[config.mk]
export PLATFORM = sky130hd
export DESIGN_NAME = ebr_port_rd
export DESIGN_NICKNAME = d
export VERILOG_FILES = /design/src/rtl/ebr_model_pkg.sv /design/src/rtl/ebr_port_rd.sv
export SDC_FILE = /design/constraint.sdc
export NUM_CORES = 1
export LEC_CHECK = 0
export ABC_CLOCK_PERIOD_IN_PS = 800
export CAP_MARGIN = 20
export CORE_AREA = 2 2 56 58
export CTS_CLUSTER_DIAMETER = 100
export DETAILED_ROUTE_END_ITERATION = 8
export DIE_AREA = 0 0 58 60
export PLACE_DENSITY = 0.81
export SYNTH_ARGS = -nofsm -noshare
export SYNTH_HDL_FRONTEND = slang
export SYNTH_SLANG_ARGS = --single-unit
[constraint.sdc]
create_clock -name clk_i -period 0.8 [get_ports clk_i]
set_clock_uncertainty 0.1 [all_clocks]
set_input_delay 0.12 -clock clk_i [delete_from_list [all_inputs] [get_ports clk_i]]
set_output_delay 0.12 -clock clk_i [all_outputs]
set_load 0.01 [all_outputs]
[src/rtl/ebr_model_pkg.sv]
// ebr_model_pkg: shared write-mode, register-mode and width constants for the dual-port EBR model
package ebr_model_pkg;
    typedef enum logic [1:0] {
        WM_NORMAL          = 2'd0,
        WM_WRITETHROUGH    = 2'd1,
        WM_READBEFOREWRITE = 2'd2
    } wm_e;
    localparam int REG_NOREG  = 0;
    localparam int REG_OUTREG = 1;
    localparam int MAX_DATA_W = 36;
endpackage

[src/rtl/ebr_port_rd.sv]
// ebr_port_rd: per-port read path of the EBR model -- write-mode read latch plus optional output register
module ebr_port_rd
    import ebr_model_pkg::*;
#(
    parameter int  DATA_W    = 18,
    parameter wm_e WRITEMODE = WM_NORMAL,
    parameter int  REGMODE   = REG_NOREG
) (
    input  logic              clk_i,
    input  logic              rst_i,
    input  logic              en_i,
    input  logic              we_i,
    input  logic              oce_i,
    input  logic [DATA_W-1:0] rd_data_i,
    input  logic [DATA_W-1:0] wr_data_i,
    output logic [DATA_W-1:0] do_o
);
    logic [DATA_W-1:0] lat_q, lat_d;

    // rd_data_i is the pre-edge array word, so read-before-write shares the plain read path
    always_comb
        lat_d = !we_i                           ? rd_data_i :
                (WRITEMODE == WM_WRITETHROUGH)    ? wr_data_i :
                (WRITEMODE == WM_READBEFOREWRITE) ? rd_data_i : lat_q;

    always_ff @(posedge clk_i)
        if (rst_i)     lat_q <= '0;
        else if (en_i) lat_q <= lat_d;

    generate
        if (REGMODE == REG_OUTREG) begin : g_outreg
            logic [DATA_W-1:0] out_q;
            always_ff @(posedge clk_i)
                if (rst_i)      out_q <= '0;
                else if (oce_i) out_q <= lat_q;
            assign do_o = out_q;
        end else begin : g_noreg
            logic unused_oce;
            assign unused_oce = oce_i;
            assign do_o       = lat_q;
        end
    endgenerate
endmodule

==> impl_summary.txt <==
----------------------------------------------------
[Outcome]
  Result of the run ... complete, but fails checks
  Violated checks ... negative setup slack

[Worst setup path]
  Register-to-register path setup slack ... -0.09 ns
  R2r startpoint ... do_o[17]
  Peak per-stage delay on the critical path ... 0.34 ns
  Launching element type of the critical path ... flip-flop
  Type of the worst setup path ... flip-flop to output pin
  Critical path data required time ... 0.58 ns
  Endpoint kind of the worst setup timing path ... output pin
  Endpoint arrival time on the critical path ... 0.74 ns
  Worst path buffer plus inverter count ... 1
  Capturing point of the worst reg2reg path ... do_o[17]
  Depth of the worst register-to-register path ... 4
  Family of cells with the greatest summed delay on the critical path ... flip-flops
  Slowest CP cell ... sky130_fd_sc_hd__dfxtp_2
  Total number of cells along the worst setup path ... 1
  Highest net fanout along the worst path ... 2
  CP Cell Sequence ... buf_6

[Yosys]
  Cell type with the largest total area after synthesis ... sky130_fd_sc_hd__dfxtp_1
  Synth area leaders ... sky130_fd_sc_hd__dfxtp_1, sky130_fd_sc_hd__nand4bb_1, sky130_fd_sc_hd__nand2b_1
  Fraction of synthesized cell area taken by the top area cell type ... 0.420
  Net count of the mapped netlist ... around 120
  Gate count after technology mapping ... 80
  Sequential cell area fraction in the yosys report ... 0.420
  Yosys warning total ... 0
  Post-synthesis area per instance ... 10.7 µm²
  Flip-flop and latch count after synthesis ... 18
  Count of cell types in the netlist ... 12
  Cell Area, Synth ... 857 µm²

[Global route]
  Wire length of the first global-routing pass ... approximately 3500 µm
  Overall Global Routing Usage ... 0.132
  Pin count of the biggest net entering global routing ... 23
  Via count of the first global-routing pass ... between 800 and 900
  GR Overflow Total ... 0
  Initial antenna violation count ... 0

[STA]
  Slew Viols, Final ... 0
  Final hold violations ... 0
  Worst slew margin relative to its limit ... 0.896
  Endpoints failing setup ... 20
  Slew @ Worst Pin ... 0.156 ns
  Post-route worst hold slack ... 0.0892 ns
  Minimum clock period after layout ... 0.957 ns
  Post-route setup slack ... -0.157 ns
  Maximum clock frequency ... 1.04 GHz
  Final period util ... 1.20
  Setup repair after global routing missed its margin ... true

[Floorplanning]
  Vert. Die Dim ... around 60 µm
  I/O pin count ... 59
  Cell Rows ... 20
  Die area ... 3480 µm²
  Width of the die ... 58 µm
  Floorplan core area ... 2900 µm²
  Starting density of the core ... 0.295

[Finish]
  Share of final-layout standard cells stronger than drive strength 1 ... 0.552
  Net count of the finished layout ... 177
  Max FFs per register ... 18
  Layout Area Growth over Synthesis ... 69.6%
  Antenna cell count ... 0
  Fill cells ... 285
  Post-layout utilization of the core ... 0.501

[Placed design]
  Final weighted congestion in routability-driven placement ... 0.686
  Detailed Place HPWL ... 1710 µm
  Worst-case setup slack after placement ... -0.735 ns
  Buffers added on ports ... 39

[Min path]
  End point of the most critical hold path ... do_o[16]
  Worst min-delay path class ... primary input to flip-flop
  Startpoint of the tightest hold check path ... rst_i
  Depth of the worst hold-timing path ... 3

[Detailed routing]
  DR WL/cell ... 13.3 µm
  Remaining DRCs ... 0
  Avg Vias per Cell ... 4.74
  Via count ... just under 800
  Total wire length after detailed routing ... 2220 µm
  Initial DRT Pass Iterations ... 3
  Antenna Nets Post-Route ... 0
  DRT iter0 DRCs ... 14

[Power]
  Leakage dissipation ... 0.000603 µW
  Worst IR Drop VDD ... 685 µV
  Total power consumption of the routed design ... 1850 µW
  Pwr per Cell Area ... 1270 nW/µm²

[CTS]
  H-tree levels ... 1
  Source-to-sink clock delay at the later pin of the worst-skew pair ... between 0.2 and 0.3 ns
  Clock tree from TritonCTS ... done
  Clock buffer count from CTS ... 3
  Maximum buffer depth of the clock tree ... 2
  Clock sinks ... 18
  Root Buffer ... sky130_fd_sc_hd__clkbuf_4
  Clk pin slew, worst setup/hold paths ... 0.09 ns

[Run]
  Number of max-cap violations ... 0

----------------------------------------------------
==> power by group <==
group | internal (µW) | switching, µW | total (µW)
combinational | 280 | 155 | 435
clock | 175 | 257 | 431
sequential | 949 | 31.7 | 980
total | 1400 | 443 | 1850
==> cells in the mapped netlist, drive strengths merged <==
master	count
or4bb	6
dfxtp	18
nand2b	18
buf	2
nand4bb	12
nor2b	1
clkbuf	5
o21ai	18
==> layout by cell type, fill, tap and decap left out, drive strengths merged <==
| master | n |
|---|---|
| or4bb | 6 |
| dfxtp | 18 |
| o21ai | 18 |
| nor2b | 1 |
| dlygate4sd2 | 6 |
| clkdlybuf4s50 | 12 |
| nand2b | 18 |
| buf | 40 |
| clkbuf | 3 |
| nand4bb | 12 |
==> per-stage QoR <==
stage | setup TNS (ns) | instances | area, µm²
6_report | -2.87 | 167 | 1450
3_5_place_dp | -16.55 | 160 | 1360
5_1_grt | -3.69 | 167 | 1450
2_1_floorplan | -0.185 | 80 | 857
3_3_place_gp | -16.15 | 160 | 1360
4_1_cts | -2.96 | 165 | 1420
==> what timing repair did <==
action | in CTS | in global routing
pin swaps | 6 | 1
hold buffers | 0 | 0
resized for setup | 131 | 3
buffers inserted | 2 | 3
setup endpoints to repair | 36 | 23
==> layer usage <==
metal | wire length, µm | vias to the layer above | share of wire | global-route usage
li1 | - | 397 | - | -
met1 | 897 | 377 | 0.40 | 0.144
met2 | 1230 | 16 | 0.55 | 0.255
met3 | 63 | 2 | 0.028 | 0.0152
met4 | 25 | 0 | 0.011 | 0.0598
met5 | 0 | - | 0 | 0
==> worst max-delay path by stage <==
stage	startpoint	to	slack, ns
CTS	do_o[7]	do_o[7]	-0.17
floorplan	we_i	do_o[14]	-0.03
finish	do_o[6]	do_o[6]	-0.16
detailed placement	we_i	do_o[0]	-0.73
global placement	en_i	do_o[1]	-0.65
global route	do_o[1]	do_o[1]	-0.20
==> cell families (layout without fill, tap and decap cells) <==
family	count (synthesis)	count (layout)	share of synthesized area
compound gates	18	18	0.149
buf+inv	7	61	0.0555
flops	18	18	0.420
simple gates	37	37	0.375
==> cell type report <==
class	instances	area [µm²]	area share
clock buffers	3	22.5	0.0155
well taps	33	41.3	0.0284
repair buffers	58	541	0.372
multi-input cells	55	467	0.321
flip-flops and latches	18	383	0.263
(Power assumes the default switching activity.)
